--- src/rtl/mem_access_stage.sv ---
// MEM stage of the 16-bit pipeline: ALU/NOP retire in one cycle, LOAD/STORE hold EX until dm_ack or timeout.
// Optional byte-lane loads/stores are enabled by defining MEM_BYTE_OPS_EN.
module mem_access_stage #(
  parameter int ARQ     = 16,
  parameter int ADDR_W  = 16,
  parameter int REG_W   = 4,
  parameter int TIMEOUT = 15
) (
  input  logic              clk,
  input  logic              rst,
  input  logic              ex_valid,
  output logic              ex_ready,
  input  logic [1:0]        ex_op,
  input  logic              ex_byte,
  input  logic [ARQ-1:0]    ex_alu,
  input  logic [ARQ-1:0]    ex_sdata,
  input  logic [REG_W-1:0]  ex_rd,
  output logic              dm_req,
  output logic              dm_we,
  output logic [ADDR_W-1:0] dm_addr,
  output logic [ARQ-1:0]    dm_wdata,
  output logic [1:0]        dm_be,
  input  logic              dm_ack,
  input  logic [ARQ-1:0]    dm_rdata,
  output logic              wb_valid,
  output logic              wb_we,
  output logic [REG_W-1:0]  wb_rd,
  output logic [ARQ-1:0]    wb_data,
  output logic              mem_err
);

  localparam logic [1:0] OP_ALU   = 2'b00;
  localparam logic [1:0] OP_LOAD  = 2'b01;
  localparam logic [1:0] OP_STORE = 2'b10;
  localparam int         CNT_W    = $clog2(TIMEOUT + 1);

  typedef enum logic {IDLE, ACCESS} state_t;

  state_t             state, state_d;
  logic [CNT_W-1:0]   cnt;
  logic               xfer, is_mem, ack_hit, tmo_hit;

  logic               store_p0;
  logic [ADDR_W-1:0]  addr_p0;
  logic [ARQ-1:0]     sdata_p0;
  logic [REG_W-1:0]   rd_p0;

  logic [ARQ-1:0]     wdata_c;
  logic [1:0]         be_c;
  logic [ARQ-1:0]     load_data;

  assign xfer    = ex_valid & ex_ready;
  assign is_mem  = (ex_op == OP_LOAD) || (ex_op == OP_STORE);
  assign ack_hit = (state == ACCESS) && dm_ack;
  assign tmo_hit = (state == ACCESS) && !dm_ack && (cnt == CNT_W'(TIMEOUT - 1));

`ifdef MEM_BYTE_OPS_EN
  logic byte_p0;

  function automatic logic signed [ARQ-1:0] byte_ext(input logic signed [7:0] b);
    return {{(ARQ-8){b[7]}}, b};
  endfunction

  always_comb begin
    wdata_c   = sdata_p0;
    be_c      = 2'b11;
    load_data = dm_rdata;
    if (byte_p0) begin
      wdata_c   = ARQ'({sdata_p0[7:0], sdata_p0[7:0]});
      be_c      = addr_p0[0] ? 2'b10 : 2'b01;
      load_data = byte_ext(addr_p0[0] ? dm_rdata[15:8] : dm_rdata[7:0]);
    end
  end
`else
  logic unused_byte;
  assign unused_byte = ex_byte;
  assign wdata_c     = sdata_p0;
  assign be_c        = 2'b11;
  assign load_data   = dm_rdata;
`endif

  // Stage p0: memory-op operands captured at accept, held for the whole access
  always_ff @(posedge clk) begin
    if (xfer && is_mem) begin
      store_p0 <= (ex_op == OP_STORE);
      addr_p0  <= ex_alu[ADDR_W-1:0];
      sdata_p0 <= ex_sdata;
      rd_p0    <= ex_rd;
`ifdef MEM_BYTE_OPS_EN
      byte_p0  <= ex_byte;
`endif
    end
  end

  always_ff @(posedge clk or negedge rst) begin
    if (!rst) state <= IDLE;
    else      state <= state_d;
  end

  // Bus outputs decode from state so an async reset drops dm_req at once
  always_comb begin
    state_d  = state;
    ex_ready = 1'b0;
    dm_req   = 1'b0;
    dm_we    = 1'b0;
    dm_addr  = '0;
    dm_wdata = '0;
    dm_be    = 2'b00;
    case (state)
      IDLE: begin
        ex_ready = 1'b1;
        if (xfer && is_mem) state_d = ACCESS;
      end
      ACCESS: begin
        dm_req   = 1'b1;
        dm_we    = store_p0;
        dm_addr  = addr_p0;
        dm_wdata = wdata_c;
        dm_be    = be_c;
        if (ack_hit || tmo_hit) state_d = IDLE;
      end
      default: state_d = IDLE;
    endcase
  end

  always_ff @(posedge clk or negedge rst) begin
    if (!rst)                  cnt <= '0;
    else if (state == IDLE)    cnt <= '0;
    else if (!dm_ack)          cnt <= cnt + CNT_W'(1);
  end

  // Stage p1: writeback registers; wb_rd/wb_data hold when nothing retires
  always_ff @(posedge clk or negedge rst) begin
    if (!rst) begin
      wb_valid <= 1'b0;
      wb_we    <= 1'b0;
      wb_rd    <= '0;
      wb_data  <= '0;
      mem_err  <= 1'b0;
    end else begin
      wb_valid <= 1'b0;
      if (xfer && !is_mem) begin
        wb_valid <= 1'b1;
        wb_rd    <= ex_rd;
        if (ex_op == OP_ALU) begin
          wb_we   <= (ex_rd != '0);
          wb_data <= ex_alu;
        end else begin
          wb_we   <= 1'b0;
          wb_data <= '0;
        end
      end else if (ack_hit) begin
        wb_valid <= 1'b1;
        wb_rd    <= rd_p0;
        wb_we    <= !store_p0 && (rd_p0 != '0);
        wb_data  <= store_p0 ? '0 : load_data;
      end else if (tmo_hit) begin
        wb_valid <= 1'b1;
        wb_rd    <= rd_p0;
        wb_we    <= 1'b0;
        wb_data  <= '0;
        mem_err  <= 1'b1;
      end
    end
  end

endmodule

--- config.mk ---
export PLATFORM = sky130hd
export DESIGN_NAME = mem_access_stage
export DESIGN_NICKNAME = d
export VERILOG_FILES = /design/src/rtl/mem_access_stage.sv
export SDC_FILE = /design/constraint.sdc
export NUM_CORES = 1
export LEC_CHECK = 0
export CAP_MARGIN = 40
export CORE_MARGIN = 10
export CORE_UTILIZATION = 42
export CTS_CLUSTER_DIAMETER = 120
export DETAILED_ROUTE_END_ITERATION = 12
export PLACE_DENSITY = 0.8
export SLEW_MARGIN = 20
export SYNTH_ARGS = -nofsm -noshare
export SYNTH_HDL_FRONTEND = slang
export SYNTH_SLANG_ARGS = --single-unit
--- constraint.sdc ---
create_clock -name clk -period 2.75 [get_ports clk]
set_input_delay 0.4125 -clock clk [delete_from_list [all_inputs] [get_ports clk]]
set_output_delay 0.4125 -clock clk [all_outputs]
set_load 0.02 [all_outputs]
==> results_dict.tcl, run 1 <==
set metrics [dict create \
    status "completed" \
    design.die.area_mm2 0.0100 \
    firstDrtPassIters 4 \
    timing.slew.headroom 0.511 \
    ff_latch_area_mm2 0.00181 \
    final_nets 370 \
    synth_top_cells_by_count "37 x sky130_fd_sc_hd__edfxtp_1, 33 x sky130_fd_sc_hd__and2_1, 28 x sky130_fd_sc_hd__dfrtp_1" \
    buffer_ports.inserted 117 \
    drv.max_cap_violation_count 0 \
    synth.ff_latch_count 65 \
    floorplan.initialDensity 0.428 \
    first_global_vias 2073 \
    synth.lib_cells_used.distinct 27 \
    yosysWarnings 0 \
    transition_time_of_the_tightest_slew_check_pin_ns 0.734 \
    remaining_drc_errors 0 \
    cts_made_buffers 9 \
    synthMostInstantiatedCell "sky130_fd_sc_hd__edfxtp_1" \
    clock_power_share 0.277 \
    track_usage 0.146 \
    synthesis.area_mm2 0.00270 \
    place.detailed.hpwl_mm 5.52 \
    die-height_um 100 \
    source_of_the_worst_register_to_register_timing_path "state" \
    setup_viol 0 \
    asyncSetResetFlopFracSynth 0.431 \
    fp.coreArea_mm2 0.00631 \
    synth_seq_area_share 0.670 \
    crit_slowest_cell "sky130_fd_sc_hd__clkdlybuf4s50_1" \
    post-route-min-period_ns 2.33 \
    die_w_um 100 \
    netSwitchingPower_uw 752 \
    worstPathMaxFanout 30 \
    max_stage_delay_ns 0.62 \
    crit_start "state" \
    number_of_flops_mapped_to_enable_cells_by_yosys 37 \
    seq_power_share 0.445 \
    crit_family "buffers and inverters" \
    path_cells "buf_12, and2_1, clkdlybuf4s50_1" \
    post_cts_setup_buffers 0 \
    clock_network_latency_to_the_later_pin_of_the_worst_skew_pair_ns 0.32 \
    power_density_mw_per_mm2 652 \
    clk_pin_slew_ns 0.07 \
    min_path_type "in2async" \
    fraction_of_layout_cells_with_a_size_suffix_above_1 0.109 \
    critPathArrivalTime_ns 1.92 \
    areaGrowthSynthToFinish_pct 54.0 \
    cts_repair_resized_insts 0 \
    synth_top_flop_cell "sky130_fd_sc_hd__edfxtp_1" \
    crit_required_ns 2.34 \
    switching_share 0.277 \
    vias_per_cell 4.88 \
    gr-total-overflow 0 \
    placed_area_mm2 0.00398 \
    synth_largest_area_cell "sky130_fd_sc_hd__edfxtp_1" \
    synth_largest_type_area_fraction 0.411 \
    vias 1900 \
    avgSynthCellArea_um2 14.5 \
    synth.area.top_cells "sky130_fd_sc_hd__edfxtp_1 41%, sky130_fd_sc_hd__dfrtp_1 26%, sky130_fd_sc_hd__and2_1 7.6%" \
    drtAntennaViolNets 0 \
    layout.cell_area.non_filler_mm2 0.00416 \
    routed_wl_mm 7.22 \
    finalHoldWorstSlack_ns 0.475 \
    routed_wl_per_cell_um 18.6 \
    p_comb_frac 0.278 \
    setup-tns-final_ns 0 \
    cts.sink_count 65 \
    cts_tree "yes" \
    io-pin-count 119 \
    drv_slew 0 \
    root_buffer "sky130_fd_sc_hd__clkbuf_8" \
    worst-setup-path-type "reg2out" \
    antenna_found_initial 0 \
    fmaxAchievable_mhz 429 \
    number_of_buffers_between_clock_root_and_the_deepest_sink 2 \
    grt_pass1_wl_mm 11.4 \
    setup.worst_path.end_class "primary output" \
    placement_rows 29 \
    multi_input_area_um2 806 \
    worst_clock_skew_ns 0.00754 \
    worstSetupStartpointType "flop" \
    ctsHoldBuffers 0 \
    htree_levels 3 \
    path_buf_inv 2 \
    grt_max_degree 39 \
    gp_congestion 0.780 \
    internal-power_uw 1960 \
    rsz0062_at_grt "no" \
    number_of_inserted_diodes 0 \
    drt_iter0_markers 50 \
    nFillCells 472 \
    power_leakage_uw 0.00175 \
    synthesis.nets 249 \
    power.ir.vdd_worst_v 0.000403 \
    synthesis.instances 186 \
    final_hold_violating_endpoints 0 \
    finalCritPeriodShare 0.848 \
]
[area by class of cell]
| cell class | instances | share of cell area |
|---|---|---|
| clock inverters | 4 | 0.0108 |
| inverters | 7 | 0.00631 |
| clock buffers | 12 | 0.0325 |
| multi-input cells | 101 | 0.194 |
| well taps | 77 | 0.0232 |
| flip-flops and latches | 65 | 0.435 |
| repair buffers | 123 | 0.298 |
[power groups by stage]
stage | Combinational [uW] | Sequential [uW] | Clock [uW]
global route | 803 | 1220 | 823
CTS | 769 | 1210 | 771
global placement | 754 | 1220 | 0
floorplan | 261 | 1310 | 0
detailed placement | 766 | 1230 | 0
finish | 753 | 1210 | 752
[worst register-to-register path: cells and delay by family, from the launching register on]
family | cells | cell delay (ns)
AND/OR/NAND/NOR | 1 | 0.66
flip-flops | 1 | 0.61
AO/OA/AOI/OAI | 1 | 0.24
buffers and inverters | 1 | 0.23
multiplexers | 1 | 0.14
[cells by family after synthesis]
family / after synthesis / share of synthesized area
flops: 65 / 0.670
simple gates: 47 / 0.113
compound gates: 38 / 0.114
buf+inv: 20 / 0.0375
mux: 9 / 0.0375
fa+ha+maj: 4 / 0.0185
xor+xnor: 3 / 0.00972
[stage by stage]
stage,total power [uW],util,std cells,worst slack (ns)
2_1_floorplan,1570,-,186,0.391
3_3_place_gp,1980,0.631,373,0.350
3_5_place_dp,1990,0.631,373,0.323
4_1_cts,2750,0.659,389,0.347
5_1_grt,2850,0.659,389,0.270
6_report,2710,0.659,389,0.418
[path summary, 6_finish.rpt]
kind | endpoint | slack (ns) | cells past startpoint
max | dm_wdata[1] | 0.42 | 3
min | wb_data[8] | 0.48 | 2
max reg2reg | wb_we | 0.82 | 4
min reg2reg | mem_err | 0.48 | 2
max in group asynchronous | mem_err | 1.98 | 2
min in group clk | mem_err | 0.48 | 2
[flip-flops by register name, summed over array words and instances (netlist names)]
register and count:
addr_p0 16, cnt 4, mem_err 1, rd_p0 4, sdata_p0 16, state 1
store_p0 1, wb_data 16, wb_rd 4, wb_valid 1, wb_we 1
[metal layers]
metal  global-route usage  vias to the layer above  share of wire  wire length (um)
met2                0.252                       63           0.53              3860
li1                     -                      907              -                 -
met3               0.0453                        8          0.071               511
met5                    0                        -              0                 0
met1                0.160                      922           0.38              2750
met4               0.0663                        0          0.014               101
[layout by cell type, fill, tap and decap left out, drive strengths merged, types with 2 or more instances in the layout]
cell type | synthesis | final
a21o | 16 | 16
mux2 | 9 | 9
ha | 4 | 4
clkdlybuf4s50 | 0 | 117
or4 | 2 | 2
a22o | 17 | 17
buf | 10 | 6
dfrtp | 28 | 28
a31o | 2 | 2
nor2 | 5 | 5
and2 | 33 | 33
xor2 | 2 | 2
clkinv | 0 | 3
clkbuf | 3 | 12
a21oi | 2 | 2
inv | 7 | 7
edfxtp | 37 | 37
No activity file was read; power rests on OpenSTA's default activity.
==> inputs of run 2 (changes only) <==
==> constraint.sdc (replaced) <==
create_clock -name clk -period 2.3 [get_ports clk]
set_input_delay 0.345 -clock clk [delete_from_list [all_inputs] [get_ports clk]]
set_output_delay 0.345 -clock clk [all_outputs]
set_load 0.02 [all_outputs]
==> run 2 against run 1 <==
Compared with the run above:
- non-clock buffer count is 9 higher
- final area rose by 2.0%
- sequential power rose by 19%
- sequential cell count stayed put
- sequential share of layout area shrank 0.82 points
- global-route usage shrank 0.25 points
- wire length up 0.53%
- utilization up 1.3 points
- worst hold slack got worse by 0.075 ns
- die area is the same
- largest power group unchanged
- clock-buffer cell count is 1 lower
==> results_dict.tcl, run 2 (synthesis results as in run 1) <==
set metrics [dict create \
    status "completed" \
    path_cells "buf_4, and2_1, clkdlybuf4s50_1" \
    finalHoldWorstSlack_ns 0.401 \
    final_hold_violating_endpoints 0 \
    vias_per_cell 4.91 \
    timing.slew.headroom 0.600 \
    worst-setup-path-type "reg2out" \
    antenna_found_initial 0 \
    remaining_drc_errors 0 \
    gr-total-overflow 0 \
    clock_network_latency_to_the_later_pin_of_the_worst_skew_pair_ns 0.33 \
    gp_congestion 0.761 \
    nFillCells 495 \
    worst_clock_skew_ns 0.00819 \
    grt_max_degree 29 \
    finalCritPeriodShare 0.953 \
    commonest_cells_after_routing_fill_and_taps_aside "117 x sky130_fd_sc_hd__clkdlybuf4s50_1, 37 x sky130_fd_sc_hd__edfxtp_1, 33 x sky130_fd_sc_hd__and2_1, 27 x sky130_fd_sc_hd__dfrtp_1, 17 x sky130_fd_sc_hd__a22o_1" \
    crit_required_ns 1.96 \
    vias 1956 \
    source_of_the_worst_register_to_register_timing_path "cnt[1]" \
    root_buffer "sky130_fd_sc_hd__clkbuf_8" \
    die-height_um 100 \
    fp.coreArea_mm2 0.00631 \
    io-pin-count 119 \
    drv_slew 0 \
    rsz0062_at_grt "no" \
    layout.cells.most_common "sky130_fd_sc_hd__clkdlybuf4s50_1" \
    setup.worst_path.end_class "primary output" \
    critPathArrivalTime_ns 1.85 \
    worstRegToRegCells 5 \
    place.detailed.hpwl_mm 5.65 \
    setup_viol 0 \
    reg_top3 "addr_p0 (16), sdata_p0 (16), wb_data (16)" \
    crit_slowest_cell "sky130_fd_sc_hd__clkdlybuf4s50_1" \
    timing.rr.end "wb_we" \
    cts_tree "yes" \
    routed_wl_mm 7.26 \
    clk_pin_slew_ns 0.06 \
    firstDrtPassIters 4 \
    max_stage_delay_ns 0.61 \
    drtAntennaViolNets 0 \
    buffer_ports.inserted 117 \
    cts.sink_count 65 \
    htree_levels 3 \
    fraction_of_layout_cells_with_a_size_suffix_above_1 0.131 \
    number_of_buffers_between_clock_root_and_the_deepest_sink 2 \
    layout_setup_ws_ns 0.107 \
    routed_wl_per_cell_um 18.2 \
    worstSetupStartpointType "flop" \
    placement_rows 29 \
    min_path_type "in2async" \
    areaGrowthSynthToFinish_pct 57.0 \
    post-place-ws_ns -0.180 \
    floorplan.initialDensity 0.428 \
    transition_time_of_the_tightest_slew_check_pin_ns 0.600 \
    ff2ff_setup_slack_ns 0.26 \
    die_w_um 100 \
    track_usage 0.143 \
    power_density_mw_per_mm2 765 \
    cts_made_buffers 9 \
    worstPathMaxFanout 24 \
    number_of_inserted_diodes 0 \
    power_leakage_uw 0.00179 \
    power.ir.vdd_worst_v 0.000694 \
    design.die.area_mm2 0.0100 \
    post-route-min-period_ns 2.19 \
    grt_pass1_wl_mm 11.2 \
    drv.max_cap_violation_count 0 \
    fmaxAchievable_mhz 456 \
    first_global_vias 2101 \
    final_nets 379 \
    drt_iter0_markers 92 \
]
[run 2: where the power goes]
| part | leakage [uW] | switching, uW | internal (uW) |
|---|---|---|---|
| combinational | 0.00100 | 436 | 489 |
| sequential | 0.000703 | 64.9 | 1380 |
| clock | 0.0000898 | 393 | 489 |
[run 2: cell type report]
cell class              count  area, um2  area share
inverters                   7       26.3     0.00619
clock buffers              11        131      0.0310
well taps                  77       96.3      0.0227
multi-input cells         101        806       0.190
repair buffers            132       1330       0.312
flip-flops and latches     65       1810       0.427
clock inverters             5       46.3      0.0109
[run 2: per-stage QoR]
stage	TNS, ns	cells	utilization	power [uW]	instance area [um2]
detailed placement	-0.320	382	0.644	2400	4070
floorplan	0	186	-	1870	2700
global route	0	398	0.672	3390	4240
CTS	0	398	0.672	3290	4240
finish	0	398	0.672	3250	4240
global placement	-2.74	381	0.642	2380	4050
[run 2: critical path: cells and delay by family, from the launching register on]
kind,cells,cell delay (ns)
buffers and inverters,2,0.87
DFF,1,0.49
and+or+nand+nor,1,0.17
[run 2: worst max path at each step]
| stage | startpoint | endpoint | slack (ns) | cells after the start |
|---|---|---|---|---|
| 5_1_grt | state | dm_addr[12] | 0.006 | 3 |
| 3_5_place_dp | ex_op[1] | wb_we | -0.18 | 7 |
| 2_1_floorplan | state | addr_p0[0] | 0.34 | 3 |
| 6_report | state | dm_wdata[3] | 0.11 | 3 |
| 3_3_place_gp | ex_op[1] | wb_rd[2] | -0.32 | 6 |
| 4_1_cts | state | dm_addr[12] | 0.08 | 3 |
[run 2: layer usage]
| metal | routed length, um | global-route usage | up-vias |
|---|---|---|---|
| met2 | 3790 | 0.247 | 78 |
| met1 | 2760 | 0.155 | 940 |
| met4 | 154 | 0.0750 | 0 |
| li1 | - | - | 928 |
| met5 | 0 | 0 | - |
| met3 | 550 | 0.0433 | 10 |
[run 2: what timing repair did]
action | in CTS | in global routing
buffers inserted | 0 | 0
hold buffers | 0 | 0
endpoints found under the setup margin | 23 | 0
resized for setup | 1 | 0
==> inputs of run 3 (changes only) <==
--- a/config.mk
+++ b/config.mk
@@ -5,7 +5,7 @@
 export SDC_FILE = /design/constraint.sdc
 export NUM_CORES = 1
 export LEC_CHECK = 0
-export CAP_MARGIN = 40
+export CAP_MARGIN = 20
 export CORE_MARGIN = 10
 export CORE_UTILIZATION = 42
 export CTS_CLUSTER_DIAMETER = 120
==> run 3 against run 2 <==
Compared with the run above:
- non-clock buffer count shrank 1
- maximum frequency grew 0.60%
- utilization is the same
- sequential share of layout area is the same
- final cell count shrank 0.25%
- via count shrank 0.26%
- sequential power is essentially flat
- worst setup slack gained 0.013 ns
- combinational power is essentially flat
- critical path depth is the same
- sequential cell count is the same
- worst hold slack is essentially flat
==> results_dict.tcl, run 3 (synthesis results as in run 1) <==
set metrics [dict create \
    commonest_cells_after_routing_fill_and_taps_aside "117 x sky130_fd_sc_hd__clkdlybuf4s50_1, 37 x sky130_fd_sc_hd__edfxtp_1, 33 x sky130_fd_sc_hd__and2_1, 27 x sky130_fd_sc_hd__dfrtp_1, 17 x sky130_fd_sc_hd__a22o_1" \
    source_of_the_worst_register_to_register_timing_path "cnt[1]" \
    htree_levels 3 \
    number_of_buffers_between_clock_root_and_the_deepest_sink 2 \
    io-pin-count 119 \
    die_w_um 100 \
    fp.coreArea_mm2 0.00631 \
    timing.slew.headroom 0.570 \
    post-route-min-period_ns 2.18 \
    clock_network_latency_to_the_later_pin_of_the_worst_skew_pair_ns 0.33 \
    antenna_found_initial 0 \
    wl_met2_mm 3.76 \
    floorplan.initialDensity 0.428 \
    drtAntennaViolNets 0 \
    clk_pin_slew_ns 0.06 \
    remaining_drc_errors 0 \
    buffer_ports.inserted 117 \
    first_global_vias 2104 \
    power.ir.vdd_worst_v 0.000545 \
    met1_wire_length_mm 2.80 \
    routed_wl_per_cell_um 18.2 \
    worstPathMaxFanout 7 \
    placement_rows 29 \
    crit_required_ns 1.96 \
    routed_wl_mm 7.24 \
    cts_tree "yes" \
    finalCritPeriodShare 0.948 \
    number_of_inserted_diodes 0 \
    fraction_of_layout_cells_with_a_size_suffix_above_1 0.128 \
    setup.worst_path.end_class "primary output" \
    reg_top3 "addr_p0 (16), sdata_p0 (16), wb_data (16)" \
    power_leakage_uw 0.00179 \
    firstDrtPassIters 4 \
    critPathArrivalTime_ns 1.83 \
    vias 1951 \
    ff2ff_setup_slack_ns 0.35 \
    rsz0062_at_grt "no" \
    placed_area_mm2 0.00405 \
    worstSetupStartpointType "flop" \
    transition_time_of_the_tightest_slew_check_pin_ns 0.644 \
    worst-setup-path-type "reg2out" \
    final_nets 378 \
    drt_iter0_markers 93 \
    min_path_type "in2async" \
    track_usage 0.142 \
    drv.max_cap_violation_count 0 \
    areaGrowthSynthToFinish_pct 57.0 \
    gr-total-overflow 0 \
    grt_pass1_wl_mm 11.1 \
    setup_viol 0 \
    vias_per_cell 4.91 \
    fmaxAchievable_mhz 459 \
    power_density_mw_per_mm2 766 \
    cts_made_buffers 9 \
    final_hold_violating_endpoints 0 \
    cts.sink_count 65 \
    layout.cell_area.non_filler_mm2 0.00424 \
    worstRegToRegCells 4 \
    place.detailed.hpwl_mm 5.60 \
    wl_met3_um 506 \
    layout_setup_ws_ns 0.121 \
    root_buffer "sky130_fd_sc_hd__clkbuf_8" \
    timing.rr.end "wb_rd[2]" \
    post_cts_setup_buffers 0 \
    die-height_um 100 \
    drv_slew 0 \
    setup-tns-final_ns 0 \
    worst_clock_skew_ns 0.00584 \
    gp_congestion 0.761 \
    ctsHoldBuffers 0 \
    grt_max_degree 29 \
    routed.top_layer "met4" \
    layout.cells.most_common "sky130_fd_sc_hd__clkdlybuf4s50_1" \
    design.die.area_mm2 0.0100 \
    post-place-ws_ns -0.391 \
    postLayoutCoreUtil 0.672 \
    status "completed" \
]
[run 3: critical path, cell delays in order (launching register included)]
cell and delay [ns]:
sky130_fd_sc_hd__dfrtp_2 0.50, sky130_fd_sc_hd__buf_4 0.18, sky130_fd_sc_hd__inv_1 0.18, sky130_fd_sc_hd__clkdlybuf4s50_1 0.65
[run 3: through the flow]
stage | std cells | hold WS (ns) | total power, uW
6_report | 397 | 0.401 | 3250
5_1_grt | 397 | 0.422 | 3390
4_1_cts | 397 | 0.392 | 3290
3_5_place_dp | 381 | 0.464 | 2400
3_3_place_gp | 381 | 0.455 | 2380
2_1_floorplan | 186 | 0.0494 | 1870
[run 3: layer usage]
layer,track usage,vias up
li1,-,921
met5,0,-
met2,0.246,73
met3,0.0426,14
met4,0.0783,0
met1,0.152,943
[run 3: how the worst max path moves through the flow]
stage	end	slack, ns	start	cells past startpoint
global placement	wb_rd[2]	-0.32	ex_op[1]	6
CTS	dm_wdata[15]	0.06	state	3
detailed placement	wb_rd[2]	-0.39	ex_op[1]	6
finish	ex_ready	0.12	state	3
global route	ex_ready	0.04	state	3
floorplan	addr_p0[0]	0.34	state	3
[run 3: timing repair]
action	CTS	global route
endpoints found under the setup margin	28	5
gates resized for setup	2	1
pin swaps	0	0
[run 3: final cells by class]
type,instances,area (um2)
fillers,493,2070
clock buffers,11,131
flip-flops and latches,65,1810
clock inverters,5,46.3
repair buffers,131,1320
well taps,77,96.3
multi-input cells,101,813
inverters,7,26.3
[run 3: report_power, final]
group          switching (uW)  internal (uW)  total, uW
Clock                     398            489        887
Combinational             435            488        922
Sequential               66.9           1380       1440
